<file path="src/rtl/gshare_branch_predictor.sv">
// gshare_branch_predictor: table of saturating counters indexed by PC (bimodal)
// or PC xor global history (gshare). Looked up combinationally in ID, trained
// in EX. After reset the table is swept to weakly-not-taken before the
// predictor reports ready. Keeps speculative history with mispredict repair
// and saturating branch/mispredict counters.
module gshare_branch_predictor #(
    parameter int PC_W  = 64,
    parameter int IDX_W = 6,
    parameter int CTR_W = 2,
    parameter int GHR_W = 6,
    parameter int MODE  = 1,
    parameter int CNT_W = 32
) (
    input  logic             clk,
    input  logic             reset,
    input  logic             pred_valid,
    input  logic [PC_W-1:0]  pred_pc,
    output logic             pred_taken,
    output logic [IDX_W-1:0] pred_idx,
    output logic [GHR_W-1:0] pred_ghr,
    input  logic             upd_valid,
    input  logic [IDX_W-1:0] upd_idx,
    input  logic             upd_taken,
    input  logic             upd_mispredict,
    input  logic [GHR_W-1:0] upd_ghr,
    output logic             ready,
    output logic [CNT_W-1:0] n_branches,
    output logic [CNT_W-1:0] n_mispredicts
);

    localparam int ENTRIES = 1 << IDX_W;
    localparam logic [CTR_W-1:0] WEAK_NT = CTR_W'((1 << (CTR_W - 1)) - 1);

    typedef enum logic {
        ST_INIT = 1'b0,
        ST_RUN  = 1'b1
    } state_t;

    state_t             state_q, state_d;
    logic [IDX_W-1:0]   ptr_q, ptr_d;
    logic [GHR_W-1:0]   ghr_q, ghr_d;
    logic [CTR_W-1:0]   table_q [ENTRIES];
    logic [CTR_W-1:0]   table_d [ENTRIES];
    logic [CNT_W-1:0]   n_br_q, n_br_d;
    logic [CNT_W-1:0]   n_mp_q, n_mp_d;
    logic [IDX_W-1:0]   pc_idx;
    logic [IDX_W-1:0]   lookup_idx;
    logic [CTR_W-1:0]   upd_ctr;
    logic               unused_pc_bits;

    // Only the word-index bits of the PC take part in the lookup.
    assign unused_pc_bits = ^{pred_pc[PC_W-1:IDX_W+2], pred_pc[1:0]};

    // Lookup path: index formation and the taken prediction from the counter MSB.
    always_comb begin
        pc_idx = pred_pc[IDX_W+1:2];
        if (MODE == 1) begin
            lookup_idx = pc_idx ^ IDX_W'(ghr_q);
        end else begin
            lookup_idx = pc_idx;
        end
        pred_idx      = lookup_idx;
        pred_ghr      = ghr_q;
        ready         = (state_q == ST_RUN);
        pred_taken    = (state_q == ST_RUN) & table_q[lookup_idx][CTR_W-1];
        n_branches    = n_br_q;
        n_mispredicts = n_mp_q;
    end

    // Next-state: sweep the table in INIT; in RUN train counters, steer history, count.
    always_comb begin
        state_d = state_q;
        ptr_d   = ptr_q;
        ghr_d   = ghr_q;
        table_d = table_q;
        n_br_d  = n_br_q;
        n_mp_d  = n_mp_q;
        upd_ctr = table_q[upd_idx];
        case (state_q)
            ST_INIT: begin
                table_d[ptr_q] = WEAK_NT;
                ptr_d          = ptr_q + IDX_W'(1);
                if (ptr_q == '1) begin
                    state_d = ST_RUN;
                end
            end
            ST_RUN: begin
                if (upd_valid) begin
                    if (upd_taken) begin
                        if (upd_ctr != '1) begin
                            table_d[upd_idx] = upd_ctr + CTR_W'(1);
                        end
                    end else if (upd_ctr != '0) begin
                        table_d[upd_idx] = upd_ctr - CTR_W'(1);
                    end
                    if (n_br_q != '1) begin
                        n_br_d = n_br_q + CNT_W'(1);
                    end
                    if (upd_mispredict && (n_mp_q != '1)) begin
                        n_mp_d = n_mp_q + CNT_W'(1);
                    end
                end
                // A repair from EX overrides the speculative shift of a same-cycle lookup.
                if (upd_valid && upd_mispredict) begin
                    ghr_d = GHR_W'({upd_ghr, upd_taken});
                end else if (pred_valid) begin
                    ghr_d = GHR_W'({ghr_q, pred_taken});
                end
            end
            default: state_d = ST_INIT;
        endcase
    end

    // State registers with synchronous active-low reset.
    always_ff @(posedge clk) begin
        if (!reset) begin
            state_q <= ST_INIT;
            ptr_q   <= '0;
            ghr_q   <= '0;
            n_br_q  <= '0;
            n_mp_q  <= '0;
            for (int i = 0; i < ENTRIES; i++) begin
                table_q[i] <= '0;
            end
        end else begin
            state_q <= state_d;
            ptr_q   <= ptr_d;
            ghr_q   <= ghr_d;
            n_br_q  <= n_br_d;
            n_mp_q  <= n_mp_d;
            table_q <= table_d;
        end
    end

endmodule

</file>
<file path="config.mk">
export PLATFORM = sky130hd
export DESIGN_NAME = gshare_branch_predictor
export DESIGN_NICKNAME = d
export VERILOG_FILES = /design/src/rtl/gshare_branch_predictor.sv
export SDC_FILE = /design/constraint.sdc
export NUM_CORES = 1
export LEC_CHECK = 0
export ABC_AREA = 0
export CAP_MARGIN = 20
export CORE_ASPECT_RATIO = 0.75
export CORE_MARGIN = 2
export CORE_UTILIZATION = 51
export DETAILED_ROUTE_END_ITERATION = 16
export PLACE_DENSITY = 0.86
export SLEW_MARGIN = 20
export SYNTH_ARGS = -nofsm -noshare
export SYNTH_HDL_FRONTEND = slang
export SYNTH_SLANG_ARGS = --single-unit
</file>
<file path="constraint.sdc">
create_clock -name clk -period 5.32 [get_ports clk]
set_clock_uncertainty 0.15 [all_clocks]
set_input_delay 0.798 -clock clk [delete_from_list [all_inputs] [get_ports clk]]
set_output_delay 0.798 -clock clk [all_outputs]
set_load 0.02 [all_outputs]
</file>
---- Word-level counts from Yosys, hierarchy flattened ----
Index checks and enable logic that the tools add are counted.
operators by class
  add/sub/neg operators ................... 5
  $lt $le $gt $ge ......................... 5
  eq/ne operators ......................... 7
  mux-type cells .......................... 21
  bitwise gates (word level) .............. 9
  reductions and logical operators ........ 10
operator list
  operator               count
  $mux 128               4
  $bwmux 128             2
  $pmux 128 s2           1
  $add 32x1->32 const B  2
  $and 64x64->64         1
  $ne 32x32->1 const B   2
  $not 64->64            1
  $or 64x64->64          1
  $bmux 2 s6             2
  $demux 2 s6            2
  $ge 7x7->1 const B     3
  $not 6->7              3
  $lt 7x1->1 const B     2
  $mux 2                 6
  $mux 6                 2
  $reduce_and 3->1       3
  $add 6x1->6 const B    1
  $eq 6x6->1 const B     1
  $ne 3x2->1 const B     2
  $xor 6x6->6            1
  $logic_and 1x1->1      4
  $ne 2x2->1 const B     2
  $reduce_bool 2->1      2
  $add 2x1->2 const B    1
  other kinds (5)        6
word-level totals
  register bits ........................... 205
  output and inout bits ................... 78
  word-level logic and storage cells ...... 126

---- Longest topological paths before layout ----
  depth after elaboration ................. 10
  gate-level depth with buffers ........... 20
  mapped depth without buffers ............ 15

---- Worst setup path after synthesis ----
No wires, ideal clock.
  path kind ............................... input-to-reg
  start point ............................. input upd_idx[0]
  end point ............................... register table_q[115] in the netlist's numbering
  setup time .............................. 115 ps
  arrival time ............................ 3971 ps
  data required time ...................... 5055 ps
  path slack .............................. 1084 ps
  stages on the path ...................... 19
  path buffers ............................ 4
  path through ............................ buf_4 > nor3_1 > a22o_1 > a221oi_1 > a32o_1 > a2bb2oi_2 > nand2_4 > buf_4 > inv_1 > ha_1 > mux2i_1 > and2_1 > buf_2 > and3_1 > buf_2 > nand2_1 > o21ai_0 > o21ai_0 > and2_1
between the ends
  word-level cells in the longest chain between the ends .. 10
ends and longest elaborated chain
  what                                                               RTL line    source
  start, declared                                                    22          input logic [IDX_W-1:0] upd_idx,
  $not 6->7 (not written as such) (*)                                78, 91, 94
  $bmux 2 s6, or another cell as far along                           78          upd_ctr = table_q[upd_idx];
  $mux 2 (not written as such) or $logic_and 1x1->1 (tied branches)  78, 91, 94
  $mux 2, on equally long branches                                   78, 91, 94
  $sub 2x1->2, or another cell as far along                          94          table_d[upd_idx] = upd_ctr - CTR_W'(1);
  $bwmux 128, on equally long branches                               94, 91
  $mux 128, on equally long branches                                 93, 90
  $mux 128                                                           89          if (upd_taken) begin
  $mux 128                                                           88          if (upd_valid) begin
  $pmux 128 s2                                                       79          case (state_q)
  end signal, assigned                                               131         table_q <= table_d;
  end, declared                                                      42          logic [CTR_W-1:0] table_q [ENTRIES];
Mark *: on every way between the ends. The rest lies on a longest branch, timed or not. The select of a mux whose other input is x is not followed.
A chain may end at the register's enable or synchronous reset.

---- Worst setup path after layout ----
  start point ............................. input upd_idx[2]
  end point ............................... register table_q[1] in the netlist's numbering
Same word-level chain as after synthesis.

==> reports/results.ini <==
[run_status]
status=complete, no violations

[clocking]
hold_buffers=0
cts_tree=yes
clockBufferDepth=3
root_buffer=clkbuf_16
htree_levels=1
cts.repair.resized=0
cts_buffers=21
insertion_delay_ns=0.51
postCtsSetupRepairBufs=0
path_clk_slew_ns=0.07
clock-sinks=205

[routing]
via_per_inst=6.85
drt_first_pass_iters=9
remaining_drc_errors=0
vias=11430
final_antenna_net_count=0
first_iter_violations=2117
routed_wirelength_um=37300
wl_per_cell_um=22.4

[synth]
synth.net_count=1382
ys_top_cells_by_area=dfxtp_1, nand2_1, o221ai_1
syn_avg_cell_area_um2=8.57
synth_area_um2=11100
synth_edf_count=0
synth.most_common_cell=dfxtp_1
ys_seq_elements=205
seq_area_frac_synth_pct=37.0
async_reset_ff_share_pct=0
syn_inst=1295
yosys.area.top_type_share_pct=37.0
ys_warn_count=0
synth_largest_area_cell=dfxtp_1
synth_cell_types=74
yosys-top-cells-count=dfxtp_1, nand2_1, clkbuf_1
synth_ff_type=dfxtp_1

[placement]
hpwl_um=25000
gp_congestion=1.04
port_buffers=100
place_inst=1631

[global_route]
grt_pass1_wl_um=58400
antenna_found_initial=1
grt_util_all_layers_pct=31.4
grt_pass1_vias=10678
grt_max_degree=88
grt-ovfl-total=0

[layout]
fin_nets=1453
drive_gt1_share_pct=10.3
fin_cells=1668
area_growth_pct=18.7
diodes=0
n_fill_cell=1711

[timing]
hold_viol=0
max_slew_margin_pct=20.9
fin_crit_ns=4.98
rsz0062_at_grt=false
fmaxAchievable_mhz=201
timing.setup.tns_ns=0
drv_slew=0
tightest_slew_ns=1.18
period_share_pct=93.6
setup_viol=0

[worst_setup_path]
r2r_start=table_q[114]
startpoint_type=primary input
r2r_cells=13
startpoint=upd_idx[2]
cp.required_ns=5.54
rrSetupSlack_ns=1.50
crit_path_max_fanout=14
path_class=primary input to flop
critical_path.most_common_cell=buf_4
cp.arrival_ns=5.20
slowest_stage=clkdlybuf4s50_1
endpoint_kind=flop
max_stage_delay_ns=0.74
worstPathCellList=clkdlybuf4s50_1 -> and3b_1 -> buf_4 -> a22oi_1 -> o2111a_1 -> o22ai_1 -> a2bb2oi_2 -> nand2_4 -> inv_1 -> ha_1 -> mux2i_1 -> and2_1 -> nand2_1 -> buf_4 -> o221ai_1 -> a21boi_0

[pwr]
irDropWorstVdd_mv=0.203
p_per_area_nw_per_um2=256
p_leak_uw=0.00458

[die]
fp.dieW_um=174
rows=46
io_pins=160
initial_core_util_pct=52.3
die_h_um=132
core-area_um2=21200
dieArea_um2=23000

[job]
maxCapViolCount=0

[worst_hold_path]
hold_class=flop to flop
holdCritStartpoint=table_q[29]
hold_depth=2

[layer usage]
| metal | GRT usage (%) | vias up | part of all wire, % |
|---|---|---|---|
| li1 | - | 4991 | - |
| met1 | 43.1 | 5323 | 40 |
| met2 | 44.6 | 937 | 40 |
| met3 | 12.4 | 177 | 16 |
| met4 | 11.2 | 2 | 4.0 |
| met5 | 0 | - | 0.040 |
[path summary, 6_finish.rpt]
kind | to
max | table_q[1]
min | table_q[29]
max reg2reg | table_q[1]
min reg2reg | table_q[29]
[worst max-delay path, delay by kind of cell]
family | cells | cell delay (ns)
simple gates | 4 | 1.62
buf+inv | 4 | 1.41
compound gates | 6 | 1.02
mux | 1 | 0.15
fa+ha+maj | 1 | 0.19
[cells by family after synthesis]
family                   Yosys count  synth area share (%)
XOR/XNOR                          69                  5.68
AO/OA/AOI/OAI                    431                  27.6
multiplexers                      24                  3.68
buffers and inverters            136                  5.12
adder cells (fa/ha/maj)            5                 0.564
AND/OR/NAND/NOR                  425                  20.3
flip-flops                       205                  37.0
[placed cells by master (no fill, tap or decap), types with 12 or more instances in the layout]
cell and n:
xnor2_1 28, xor2_1 39, nor3_1 22, nor2_1 41, o22ai_1 56, inv_1 18, a21boi_0 63, and2_1 61
and3_1 23, dfxtp_1 205, a221oi_1 12, clkdlybuf4s50_1 99, nand3_1 48, mux4_2 13, nand4_1 18, a22o_1 13
buf_4 67, nand2_1 135, a22oi_1 30, o221ai_1 56, o21ai_0 79, a31oi_1 66, clkbuf_16 21, nor2b_1 26
[where the power goes]
| part | total (uW) | switching [uW] | leakage, uW | internal (uW) |
|---|---|---|---|---|
| registers | 1540 | 5.31 | 0.00165 | 1540 |
| logic | 251 | 169 | 0.00259 | 81.4 |
| clock network | 1570 | 671 | 0.000342 | 903 |
[metrics by stage]
| stage | worst slack (ns) | cell area, um^2 | hold slack, ns | power [uW] | util, % |
|---|---|---|---|---|---|
| floorplan | 1.08 | 11100 | 0.322 | 1720 | - |
| global placement | 0.326 | 12500 | 0.337 | 1810 | 58.7 |
| detailed placement | 0.168 | 12500 | 0.347 | 1810 | 58.7 |
| CTS | 0.495 | 13200 | 0.357 | 3350 | 62.0 |
| global route | 0.172 | 13200 | 0.379 | 3440 | 62.0 |
| finish | 0.339 | 13200 | 0.357 | 3370 | 62.0 |
[cell type report]
class	instances	area [um^2]	share of cell area, %
Clock buffer	23	553	4.20
Inverter	18	67.6	0.513
Multi-Input combinational cell	954	6430	48.8
Tap cell	288	360	2.74
Sequential cell	205	4100	31.2
Clock inverter	14	164	1.24
Timing Repair Buffer	166	1490	11.3
[sequential cells by signal, indices dropped and copies added, names as in the netlist]
| register | count |
|---|---|
| n_mispredicts | 32 |
| ready | 1 |
| n_branches | 32 |
| ptr_q | 6 |
| table_q | 128 |
| pred_ghr | 6 |
Note: power is estimated with default switching activity, not from simulation.
